===== src/rtl/hilo_muldiv_ctrl.sv =====
// HI/LO sequencer: launches Mult/Div, stalls EX until the result arrives,
// commits HI/LO, services MTHI/MTLO/MFHI/MFLO and flags an unanswered unit.
module hilo_muldiv_ctrl #(
  parameter int unsigned MAX_WAIT = 64
) (
  input  logic        clk,
  input  logic        reset,
  input  logic        op_valid,
  input  logic [5:0]  funct,
  input  logic [31:0] SrcA,
  input  logic [31:0] SrcB,
  input  logic        mul_validOut,
  input  logic [31:0] Mult_Hi,
  input  logic [31:0] Mult_Lo,
  input  logic        div_validOut,
  input  logic [31:0] Div_Hi,
  input  logic [31:0] Div_Lo,
  output logic [31:0] opA,
  output logic [31:0] opB,
  output logic        mul_validIn,
  output logic        div_validIn,
  output logic        mul_sign,
  output logic        div_sign,
  output logic        stall,
  output logic        busy,
  output logic [31:0] Hi,
  output logic [31:0] Lo,
  output logic [31:0] hilo_rdata,
  output logic        timeout_err
);

  localparam int unsigned CW = $clog2(MAX_WAIT);
  localparam logic [CW-1:0] CNT_LAST = CW'(MAX_WAIT - 1);

  localparam logic [5:0] F_MFHI  = 6'b010000;
  localparam logic [5:0] F_MTHI  = 6'b010001;
  localparam logic [5:0] F_MFLO  = 6'b010010;
  localparam logic [5:0] F_MTLO  = 6'b010011;
  localparam logic [5:0] F_MULT  = 6'b011000;
  localparam logic [5:0] F_MULTU = 6'b011001;
  localparam logic [5:0] F_DIV   = 6'b011010;
  localparam logic [5:0] F_DIVU  = 6'b011011;

  typedef enum logic [1:0] {IDLE, ISSUE, WAIT_MUL, WAIT_DIV} state_t;

  state_t        state_q, state_d;
  logic          sel_div_q, sel_div_d;
  logic          sign_q, sign_d;
  logic [31:0]   opa_q, opa_d, opb_q, opb_d;
  logic [31:0]   hi_q, hi_d, lo_q, lo_d;
  logic [CW-1:0] cnt_q, cnt_d;
  logic          terr_q, terr_d;

  logic is_mfhi, is_mthi, is_mflo, is_mtlo, is_mul, is_div;

  always_comb begin
    is_mfhi = op_valid && (funct == F_MFHI);
    is_mthi = op_valid && (funct == F_MTHI);
    is_mflo = op_valid && (funct == F_MFLO);
    is_mtlo = op_valid && (funct == F_MTLO);
    is_mul  = op_valid && ((funct == F_MULT) || (funct == F_MULTU));
    is_div  = op_valid && ((funct == F_DIV) || (funct == F_DIVU));
  end

  // Next-state, datapath updates and launch/stall decode.
  always_comb begin
    state_d     = state_q;
    sel_div_d   = sel_div_q;
    sign_d      = sign_q;
    opa_d       = opa_q;
    opb_d       = opb_q;
    hi_d        = hi_q;
    lo_d        = lo_q;
    cnt_d       = cnt_q;
    terr_d      = terr_q;
    stall       = 1'b0;
    mul_validIn = 1'b0;
    div_validIn = 1'b0;

    case (state_q)
      IDLE: begin
        if (is_mthi) hi_d = SrcA;
        if (is_mtlo) lo_d = SrcA;
        // Divide by zero is dropped here so the unit is never launched.
        if (is_mul || (is_div && (SrcB != 32'd0))) begin
          opa_d     = SrcA;
          opb_d     = SrcB;
          sign_d    = ~funct[0];
          sel_div_d = is_div;
          state_d   = ISSUE;
          stall     = 1'b1;
        end
      end
      ISSUE: begin
        stall       = 1'b1;
        mul_validIn = ~sel_div_q;
        div_validIn = sel_div_q;
        cnt_d       = '0;
        state_d     = sel_div_q ? WAIT_DIV : WAIT_MUL;
      end
      WAIT_MUL: begin
        cnt_d = cnt_q + CW'(1);
        if (mul_validOut) begin
          hi_d    = Mult_Hi;
          lo_d    = Mult_Lo;
          state_d = IDLE;
        end else if (cnt_q == CNT_LAST) begin
          terr_d  = 1'b1;
          state_d = IDLE;
        end else begin
          stall = 1'b1;
        end
      end
      WAIT_DIV: begin
        cnt_d = cnt_q + CW'(1);
        if (div_validOut) begin
          hi_d    = Div_Hi;
          lo_d    = Div_Lo;
          state_d = IDLE;
        end else if (cnt_q == CNT_LAST) begin
          terr_d  = 1'b1;
          state_d = IDLE;
        end else begin
          stall = 1'b1;
        end
      end
      default: state_d = IDLE;
    endcase
  end

  always_ff @(posedge clk or posedge reset) begin
    if (reset) begin
      state_q   <= IDLE;
      sel_div_q <= 1'b0;
      sign_q    <= 1'b0;
      opa_q     <= '0;
      opb_q     <= '0;
      hi_q      <= '0;
      lo_q      <= '0;
      cnt_q     <= '0;
      terr_q    <= 1'b0;
    end else begin
      state_q   <= state_d;
      sel_div_q <= sel_div_d;
      sign_q    <= sign_d;
      opa_q     <= opa_d;
      opb_q     <= opb_d;
      hi_q      <= hi_d;
      lo_q      <= lo_d;
      cnt_q     <= cnt_d;
      terr_q    <= terr_d;
    end
  end

  assign opA         = opa_q;
  assign opB         = opb_q;
  assign mul_sign    = sign_q & ~sel_div_q;
  assign div_sign    = sign_q & sel_div_q;
  assign busy        = (state_q != IDLE);
  assign Hi          = hi_q;
  assign Lo          = lo_q;
  assign timeout_err = terr_q;
  assign hilo_rdata  = is_mfhi ? hi_q : (is_mflo ? lo_q : 32'd0);

endmodule

===== config.mk =====
export PLATFORM = sky130hd
export DESIGN_NAME = hilo_muldiv_ctrl
export DESIGN_NICKNAME = d
export VERILOG_FILES = /design/src/rtl/hilo_muldiv_ctrl.sv
export SDC_FILE = /design/constraint.sdc
export NUM_CORES = 1
export LEC_CHECK = 0
export CAP_MARGIN = 0
export CELL_PAD_IN_SITES_DETAIL_PLACEMENT = 1
export CELL_PAD_IN_SITES_GLOBAL_PLACEMENT = 1
export CORE_MARGIN = 2
export CORE_UTILIZATION = 26
export CTS_CLUSTER_DIAMETER = 120
export DETAILED_ROUTE_END_ITERATION = 6
export GPL_ROUTABILITY_DRIVEN = 1
export PLACE_DENSITY = 0.88
export SLEW_MARGIN = 10
export SYNTH_ARGS = -nofsm -noshare
export SYNTH_HDL_FRONTEND = slang
export SYNTH_SLANG_ARGS = --single-unit

===== constraint.sdc =====
create_clock -name clk -period 4.1 [get_ports clk]
set_input_delay 0.41 -clock clk [delete_from_list [all_inputs] [get_ports clk]]
set_output_delay 0.41 -clock clk [all_outputs]
set_load 0.02 [all_outputs]

Yosys cells after proc, flatten, opt, wreduce, memory -nomap -nowiden --
Index checks and enable logic that the tools add are counted.
Storage, ports and cells: flip-flop bits (word level) 139, bits of input ports 203, word-level logic and storage cells 82
Cells by class: add/sub/neg operators 1, equal/unequal tests 19, muxes and demuxes 28, bitwise operators 4, reduce and logical (&&, ||, !) cells 21
Operators by type and width (count):
- $mux 32 | 8
- $pmux 32 s3 | 2
- $eq 6x5->1 const B | 8
- $reduce_bool 32->1 | 1
- $ne 2x2->1 const B | 7
- $pmux 6 s2 | 1
- $mux 1 | 10
- $mux 2 | 4
- $pmux 2 s4 | 1
- $reduce_and 4->1 | 2
- $logic_and 1x1->1 | 7
- $add 6x1->6 const B | 1
- $eq 6x6->1 const B | 1
- $reduce_bool 2->1 | 3
- $eq 2x2->1 const B | 2
- $pmux 1 s4 | 1
- $logic_or 1x1->1 | 3
- $reduce_and 3->1 | 1
- $reduce_bool 3->1 | 1
- $and 1x1->1 | 2
- $eq 2x1->1 const B | 1
- $logic_not 2->1 | 1
- $not 1->1 | 2
- $pmux 1 s2 | 1
- other kinds (2) | 2

Longest topological paths before layout --
Gate-level depths: netlist of the first run.
depth in word-level cells 7, mapped depth 8

Least setup slack after synthesis of the first run --
Ideal clock, no wire load.
path type input port to output port, start input port funct[1], end output port stall, arrival 1752 ps, data required time 3690 ps, path slack 1938 ps, stages on the path 7, cell sequence buf_4 -> nor4b_2 -> nand4_1 -> o31ai_2 -> buf_4 -> buf_4 -> nand3_1
On the way: longest elaborated chain between the ends 7, elaborated cells on any way between the ends 12, classes of those cells eq/ne (4); mux (2); reduce/logical (6)
Ends and longest elaborated chain:
- from (decl) | line 9 | input logic [5:0] funct,
- $eq 6x5->1 | line 62 | is_div = op_valid && ((funct == F_DIV) || (funct == F_DIVU));
- $logic_or 1x1->1 | line 62
- $logic_and 1x1->1 | line 62
- $logic_and 1x1->1 | line 85 | if (is_mul || (is_div && (SrcB != 32'd0))) begin
- $logic_or 1x1->1 * | line 85
- $mux 1 * | line 85
- $pmux 1 s4 * | line 80 | case (state_q)
- to (decl) | line 24 | output logic stall,
Every way passes the cells marked *; elsewhere a longest branch is shown, timed or not.

Final worst setup path of the first run --
start input port funct[4], end output port hilo_rdata[20]
On the way: longest elaborated chain between the ends 4, elaborated cells on any way between the ends 6, classes of those cells eq/ne (2); mux (2); reduce/logical (2)
Ends and longest elaborated chain:
- $eq 6x5->1 | line 59 | is_mflo = op_valid && (funct == F_MFLO);
- $logic_and 1x1->1 | line 59
- $mux 32 | line 163 | assign hilo_rdata = is_mfhi ? hi_q : (is_mflo ? lo_q : 32'd0);
- $mux 32 * | line 163
- to (decl) | line 28 | output logic [31:0] hilo_rdata,
Marks and branches as above.

==> metrics.txt, run 1 <==
met3 wire len=roughly 1.4 mm; met1 wire length=11.0 mm; drt first pass iters=4; Post-Synth Simple-Gate Area=11.6%; max incr delay on CP=620 ps; Tmin final=3230 ps; Worst Hold Class=flop to flop; DP HPWL=20.7 mm; final hold vios=0; CP Data Required Time=approximately 3700 ps; DIE HEIGHT=168 um; core area=0.0267 mm2; fillcell total=3005; Synth area leader=dfrtp_1; largest family of logic cells by synthesized area=multiplexers; top post-synthesis cells by area=dfrtp_1, mux2i_1, o21ai_0; VDD IR max=282 uV; vias in the first global route=7451; top cell type's share of synthesized area=49.5%; gpl congestion=0.791; worst-path fanout max=20; Post-Synth XOR/XNOR Area=less than 1%; WS Path Type=input port to output pin; fmax=between 300 and 400 MHz; Rows=60; CTS buffer count=17; Top FF cell, synth=dfrtp_1; WL final=about 27 mm; layout cells sized above 1=9.68%; mux cell area share after synthesis=23.3%; Final Cycle Share=roughly 79%; Worst-Skew Late Latency=between 400 and 500 ps; #FFs+latches synth=139; total gr overflow=0; DIE AREA=approximately 0.028 mm2; post-CTS sizing=0; Tot GR Track Use=18.9%; largest net degree at the start of global routing=68; first-pass GRT wire length=41.6 mm; Critical Path End Type=output pin; First DRT Iteration DRCs=270; Die Span X=approximately 170 um; RSZ-0062 raised after global routing=false; syn_nets=906; CTS H-Tree Depth=4; dpl cells=roughly 1400; Max Cap Violations=0; drt drc=0; EDFF count, synth=0; antenna cells=0; ANT nets after route=0; Syn-to-layout area delta=66.3%; Post-Synth Adder-Cell Area=0.178%; IO buf count=approximately 370; asr flop ratio synth=100%; synth unique cells=32; Slew HR=27.4%; Worst Skew=around 11 ps; drt via density=4.74; status=finished clean; Top cell by count, worst path=clkdlybuf4s50_1; worst-path cell chain=clkdlybuf4s50_1 -> and4bb_2 -> nand2_1 -> buf_4 -> nor2_1 -> clkdlybuf4s50_1; Pwr Density=560 mW/mm2; initial antenna violation count=0; nets=1255; postcts setup bufs=0; final slew viol count=0; leakage=~4.7 nW; final setup TNS=0 ps; Post-CTS Hold Fix Bufs=0; final setup vio count=0; Syn Inst Count=702; Least-Margin Pin Slew=around 1100 ps; fin cells=1405; CTS tree=built; mean post-synth cell area=10.0 um2; cell area after synthesis=0.00702 mm2; Slowest-stage cell, CP=clkdlybuf4s50_1; yosys warns=0; family with the most delay on the worst path=buffers and inverters; root buffer cell=clkbuf_16; crit path buf inv count=3; top sig layer=met4; Ports=370; routed via count=6662; Clock transition at path regs=60 ps; CTS max path bufs=2; Synth Area in Compound Gates=between 10% and 20%; CP arrival=2820 ps; DR WL met2=14.3 mm; starting density of the core=26.3%; WL/cell=19.3 um; register area share after synthesis=49.5%; CTS Sinks=139; critical path startpoint category=input port
## power breakdown
group          total, mW  switching (mW)  leakage, nW  internal (mW)
combinational       2.67            1.35         2.69           1.32
sequential          2.26           0.396         1.73           1.86
clock               1.61           0.690        0.292          0.923
total               6.55            2.44         4.71           4.11
## stage by stage
step | util [%] | total power, mW | cell area (um2) | worst slack, ps | hold WS (ps)
final | 43.7 | 6.55 | 11700 | 874 | 488
after CTS | 43.7 | 6.63 | 11700 | 862 | 496
after detailed placement | 41.5 | 4.98 | 11100 | 863 | 481
after floorplan | - | 3.41 | 7030 | 1940 | 464
after global placement | 41.5 | 4.87 | 11100 | 911 | 445
after global routing | 43.7 | 6.89 | 11700 | 780 | 505
## cells in the final DEF, fill, tap and decap left out, drive strengths merged, types with 2 or more instances in the layout
| master | instances |
|---|---|
| and3 | 4 |
| clkinvlp | 3 |
| nand2 | 137 |
| mux2i | 98 |
| clkbuf | 17 |
| nand3 | 3 |
| a22o | 8 |
| a32oi | 2 |
| buf | 12 |
| nor4 | 6 |
| clkdlybuf4s50 | 368 |
| bufinv | 2 |
| o31ai | 2 |
| nor2 | 40 |
| dfrtp | 139 |
| mux2 | 58 |
| o21ai | 135 |
| nor4b | 2 |
| inv | 15 |
| nand4 | 2 |
## area by class of cell
type / instances / area [um2] / share of cell area (%)
clock buffer: 17 / 425 / 3.64
clock inverter: 15 / 175 / 1.50
inverter: 6 / 26.3 / 0.225
multi-input combinational: 507 / 3330 / 28.5
sequential: 139 / 3490 / 29.8
tap: 341 / 427 / 3.65
timing repair buffer: 380 / 3810 / 32.6
## cells in the mapped netlist (2+ instances only)
cell,n
a32oi_2,2
nor4_1,6
inv_1,6
buf_4,4
nand4_1,2
buf_1,7
buf_2,9
nor4b_2,2
mux2_1,9
o21ai_0,135
mux2i_1,98
and3_1,4
nand3_1,3
a22o_1,8
nor2_1,40
mux2_2,49
dfrtp_1,139
clkbuf_1,29
nand2_1,137
## cell families (layout without fill, tap and decap cells)
family                   Yosys count  in the layout
AO/OA/AOI/OAI                    151            151
AND/OR/NAND/NOR                  198            198
flip-flops                       139            139
XOR/XNOR                           1              1
multiplexers                     156            156
adder cells (fa/ha/maj)            1              1
buffers and inverters             56            418
## flip-flops by register name (all words and copies together), names as in the netlist
| register | flops |
|---|---|
| state_q | 2 |
| opB | 32 |
| opA | 32 |
| sign_q | 1 |
| sel_div_q | 1 |
| cnt_q | 6 |
| timeout_err | 1 |
| Hi | 32 |
| Lo | 32 |
## layer usage
metal,GRT usage [%],vias to the layer above
li1,-,3143
met1,21.8,3281
met2,35.6,217
met3,4.02,21
met4,4.72,0
met5,0,-
## worst paths after layout
check,startpoint,end,slack (ps),cells past startpoint
setup reg to reg,state_q[0]$_DFFE_PP0P_,Lo[26]$_DFFE_PP0P_,1560,4
setup / recovery,funct[4],hilo_rdata[20],870,6
hold reg to reg,timeout_err$_DFFE_PP0P_,timeout_err$_DFFE_PP0P_,490,1
hold / removal,timeout_err$_DFFE_PP0P_,timeout_err$_DFFE_PP0P_,490,1
max in group asynchronous,reset,state_q[1]$_DFFE_PP0P_,2700,3
min in group asynchronous,reset,Lo[18]$_DFFE_PP0P_,540,2
Power figures use the tool's default switching activity.
==> inputs of run 2 (changes only) <==
CORE_UTILIZATION = 29   (was 26)
PLACE_DENSITY = 0.92   (was 0.88)
clock period = 3.3 ns   (was 4.1 ns; I/O delays follow)
==> metrics.txt, run 2 (same netlist as run 1, synthesis figures left out) <==
IO buf count=369 (unchanged); nets=1258 (was 1255); DIE AREA=0.0255 mm2 (was 0.0283 mm2); final setup vio count=0 (unchanged); first-pass GRT wire length=43.4 mm (was 41.6 mm); max incr delay on CP=620 ps (about the same); CTS buffer count=17 (unchanged); drt via density=4.89 (was 4.74); DP HPWL=21.2 mm (was 20.7 mm); family with the most delay on the worst path=simple AND/OR/NAND/NOR gates (was buffers and inverters); initial antenna violation count=0 (unchanged); fmax=332 MHz; gpl congestion=0.812 (was 0.791); final slew viol count=0 (unchanged); Final Cycle Share=roughly nine tenths; fin cells=1386 (was 1405); Critical Path End Type=output pin (unchanged); Post-CTS Hold Fix Bufs=0 (unchanged); met1 GRT Util=23.6% (was 21.8%); Final Power=8.15 mW (was 6.55 mW); met3 GRT Util=6.23% (was 4.02%); reg2reg setup slack=950 ps (was 1560 ps); final setup TNS=0 ps (unchanged); dpl cells=1354 (was 1373); starting density of the core=29.7% (was 26.3%); postcts setup bufs=0 (unchanged); Post-Layout Inst Area=0.0117 mm2 (unchanged); RR Endpoint=Lo[14]$_DFFE_PP0P_ (was Lo[26]$_DFFE_PP0P_); ANT nets after route=0 (unchanged); Ports=370 (unchanged); DIE HEIGHT=160 um (was 168 um); CTS Sinks=139 (unchanged); CTS tree=built (unchanged); Pwr Density=698 mW/mm2 (was 560 mW/mm2); Syn-to-layout area delta=66.3% (unchanged); most common cell after layout, fill and taps aside=clkdlybuf4s50_1 (unchanged); worst setup path endpoint=stall (was hilo_rdata[20]); Top cell by count, worst path=and3_1 (was clkdlybuf4s50_1); First DRT Iteration DRCs=251 (was 270); crit path buf inv count=1 (was 3); Worst path depth=6 (unchanged); Worst-Skew Late Latency=420 ps (about the same); Final Core Density=49.5% (was 43.7%); most frequent cells in the layout=clkdlybuf4s50_1, dfrtp_1, nand2_1 (unchanged); status=finished clean (unchanged); Worst Skew=6.44 ps (was 10.9 ps); reg2reg start=state_q[1]$_DFFE_PP0P_ (was state_q[0]$_DFFE_PP0P_); total gr overflow=0 (unchanged); Post-Place Worst Slack=355 ps (was 863 ps); largest net degree at the start of global routing=78 (was 68); antenna cells=0 (unchanged); root buffer cell=clkbuf_16 (unchanged); area post-placement=0.0111 mm2 (about the same); Max Cap Violations=0 (unchanged); post-CTS sizing=0 (unchanged); core area=0.0236 mm2 (was 0.0267 mm2); R2R cell count=5 (was 4); worst-path fanout max=4 (was 20); WL final=27.7 mm (was 27.1 mm); CP Data Required Time=2970 ps (was 3690 ps); vias in the first global route=7605 (was 7451); final hold vios=0 (unchanged); RSZ-0062 raised after global routing=false (unchanged); Slew HR=44.4% (was 27.4%); Die Span X=160 um (was 168 um); drt first pass iters=4 (unchanged); Critical Path Start=cnt_q[0]$_DFFE_PP0N_ (was funct[4]); worst-path cell chain=ha_1 -> and3_1 -> and3_1 -> or4_1 -> nand3_1 -> clkdlybuf4s50_1 (was clkdlybuf4s50_1 -> and4bb_2 -> nand2_1 -> buf_4 -> nor2_1 -> clkdlybuf4s50_1); Rows=56 (was 60); CTS H-Tree Depth=4 (unchanged); Tot GR Track Use=21.8% (was 18.9%); Clock transition at path regs=70 ps (was 60 ps); GRT busiest layer=met2 (unchanged); met2 Use GR=40.8% (was 35.6%); CP arrival=2680 ps (was 2820 ps); Least-Margin Pin Slew=834 ps (was 1090 ps); Slowest-stage cell, CP=clkdlybuf4s50_1 (unchanged); Tmin final=3010 ps; critical path startpoint category=flop (was input port); Worst Hold Class=input port to asynchronous set/reset pin (was flop to flop); WL/cell=20.0 um (was 19.3 um); WS Path Type=flop to output pin (was input port to output pin); CTS max path bufs=2 (unchanged); leakage=4.72 nW (was 4.71 nW); drt drc=0 (unchanged); setup ws final=287 ps (was 874 ps); routed via count=6776 (was 6662); VDD IR max=304 uV (was 282 uV); worst-case hold slack=383 ps (was 488 ps); layout cells sized above 1=9.93% (was 9.68%)
[run 2: cell count changes in the layout (fill, tap and decap cells not counted), sizes merged]
cell,before,now
buf,12,15
clkinv,1,0
clkinvlp,3,4
[run 2: final cells by class]
type	instances	area [um2]
Clock buffer	17	425
Clock inverter	15	180
Fill cell	2640	11900
Inverter	6	26.3
Multi-Input combinational cell	507	3330
Sequential cell	139	3490
Tap cell	319	399
Timing Repair Buffer	383	3830
[run 2: worst min-delay path, stage by stage]
cell and delay (ps):
clkdlybuf4s50_1 440, clkinvlp_4 110, buf_12 330
[run 2: worst min path at each step]
stage	slack (ps)	from	to	cells past startpoint
6_report	380	reset	opA[22]$_DFFE_PP0P_	3
5_1_grt	420	reset	opA[22]$_DFFE_PP0P_	3
4_1_cts	400	reset	opA[22]$_DFFE_PP0P_	3
3_5_place_dp	450	timeout_err$_DFFE_PP0P_	timeout_err$_DFFE_PP0P_	1
3_3_place_gp	440	timeout_err$_DFFE_PP0P_	timeout_err$_DFFE_PP0P_	1
2_1_floorplan	420	funct[0]	sign_q$_DFFE_PP0P_	1
[run 2: per-layer routing]
layer  part of all wire (%)  vias up
li1                       -     3148
met1                     38     3347
met2                     53      240
met3                    6.3       41
met4                    2.4        0
met5                      0        -
[run 2: where the power goes]
group / switching, mW / internal [mW] / leakage, nW
Combinational: 1.70 / 1.65 / 2.70
Clock: 0.853 / 1.15 / 0.290
Sequential: 0.492 / 2.31 / 1.73
==> inputs of run 3 (changes only) <==
CORE_UTILIZATION = 26   (was 29)
PLACE_DENSITY = 0.88   (was 0.92)
clock period = 2.46 ns   (was 3.3 ns; I/O delays follow)
==> metrics.txt, run 3 (same netlist as run 1, synthesis figures left out) <==
Final Cycle Share=a little over nine tenths; WL final=27.2 mm (was 27.7 mm); final hold vios=0 (unchanged); Tot GR Track Use=19.3% (was 21.8%); total gr overflow=0 (unchanged); largest net degree at the start of global routing=74 (was 78); starting density of the core=26.3% (was 29.7%); layout cells sized above 1=11.1% (was 9.93%); vias in the first global route=7402 (was 7605); CTS Sinks=139 (unchanged); DP HPWL=20.8 mm (was 21.2 mm); most frequent cells in the layout=clkdlybuf4s50_1, dfrtp_1, nand2_1 (unchanged); Clock transition at path regs=80 ps (was 70 ps); Worst-Skew Late Latency=410 ps (was 420 ps); worst-case hold slack=291 ps (was 383 ps); Final Core Density=44.3% (was 49.5%); CP Data Required Time=2210 ps (was 2970 ps); final setup vio count=0 (unchanged); Post-CTS Hold Fix Bufs=0 (unchanged); Tmin final=2370 ps; Syn-to-layout area delta=68.7% (was 66.3%); routed via count=6745 (was 6776); Slew HR=46.8% (was 44.4%); Max Cap Violations=0 (unchanged); gpl congestion=0.781 (was 0.812); leakage=4.81 nW (was 4.72 nW); final slew viol count=0 (unchanged); Worst Skew=13.2 ps (was 6.44 ps); final setup TNS=0 ps (unchanged); DIE HEIGHT=168 um (was 160 um); Pwr Density=917 mW/mm2 (was 698 mW/mm2); Final Power=10.9 mW (was 8.15 mW); ANT nets after route=0 (unchanged); antenna cells=0 (unchanged); Critical Path Start=cnt_q[0]$_DFFE_PP0N_ (unchanged); Rows=60 (was 56); most common cell after layout, fill and taps aside=clkdlybuf4s50_1 (unchanged); Critical Path End Type=output pin (unchanged); CTS tree=built (unchanged); First DRT Iteration DRCs=225 (was 251); critical path startpoint category=flop (unchanged); nets=1271 (was 1258); fmax=422 MHz; first-pass GRT wire length=42.6 mm (was 43.4 mm); Least-Margin Pin Slew=798 ps (was 834 ps); Die Span X=168 um (was 160 um); WL/cell=19.2 um (was 20.0 um); CP arrival=2130 ps (was 2680 ps); Worst Hold Class=input port to asynchronous set/reset pin (unchanged); CTS buffer count=17 (unchanged); IO buf count=369 (unchanged); WS Path Type=flop to output pin (unchanged); VDD IR max=407 uV (was 304 uV); drt drc=0 (unchanged); Ports=370 (unchanged); CTS max path bufs=2 (unchanged); drt via density=4.75 (was 4.89); initial antenna violation count=0 (unchanged); root buffer cell=clkbuf_16 (unchanged); worst-path fanout max=2 (was 4); DIE AREA=0.0283 mm2 (was 0.0255 mm2); core area=0.0267 mm2 (was 0.0236 mm2); CTS H-Tree Depth=4 (unchanged); reg2reg start=state_q[0]$_DFFE_PP0P_ (was state_q[1]$_DFFE_PP0P_); drt first pass iters=4 (unchanged); RSZ-0062 raised after global routing=false (unchanged); status=finished clean (unchanged)
## run 3: what timing repair did
item                                   CTS  global route
setup endpoints to repair                1             1
pin swaps                                0             0
endpoints found under the hold margin    0             0
resized for setup                        4             1
setup buffers                            0             0
## run 3: power breakdown
part	leakage, nW	internal (mW)	switching, mW
Clock	0.298	1.39	1.24
Sequential	1.73	3.10	0.644
Combinational	2.79	2.23	2.26
Total	4.81	6.72	4.14
## run 3: worst max-delay path: stages, from the launching register on
cell and delay (ps):
dfrtp_1 390, ha_1 220, and3_1 200, and3_1 200, or4_1 440, nand3_1 120, buf_4 140
## run 3: routing by layer
metal,GRT usage (%),wire length [um],vias up
li1,-,-,3182
met1,22.7,11100,3301
met2,34.5,14100,229
met3,4.51,1490,33
met4,6.07,631,0
met5,0,0,-
## run 3: worst paths after layout
check,endpoint,slack [ps],depth (start not counted)
setup / recovery,stall,90,6
hold / removal,Lo[21]$_DFFE_PP0P_,290,3
max in group asynchronous,state_q[0]$_DFFE_PP0P_,1770,3
hold reg to reg,timeout_err$_DFFE_PP0P_,480,1
min in group clk,sign_q$_DFFE_PP0P_,470,2
setup reg to reg,Hi[14]$_DFFE_PP0P_,470,5
## run 3: area by class of cell
type | instances | area (um2)
clock inverter | 15 | 186
inverter | 6 | 26.3
timing repair buffer | 396 | 3960
clock buffer | 17 | 425
sequential | 139 | 3490
tap | 341 | 427
fill | 2969 | 14900
multi-input combinational | 507 | 3330
## run 3: stage by stage
stage / setup WS, ps / cells / cell area, um2
after floorplan: 479 / 702 / 7030
after global placement: -209 / 1389 / 11200
after detailed placement: -178 / 1389 / 11200
after CTS: 43.8 / 1421 / 11800
after global routing: 9.28 / 1421 / 11800
final: 87.6 / 1421 / 11800
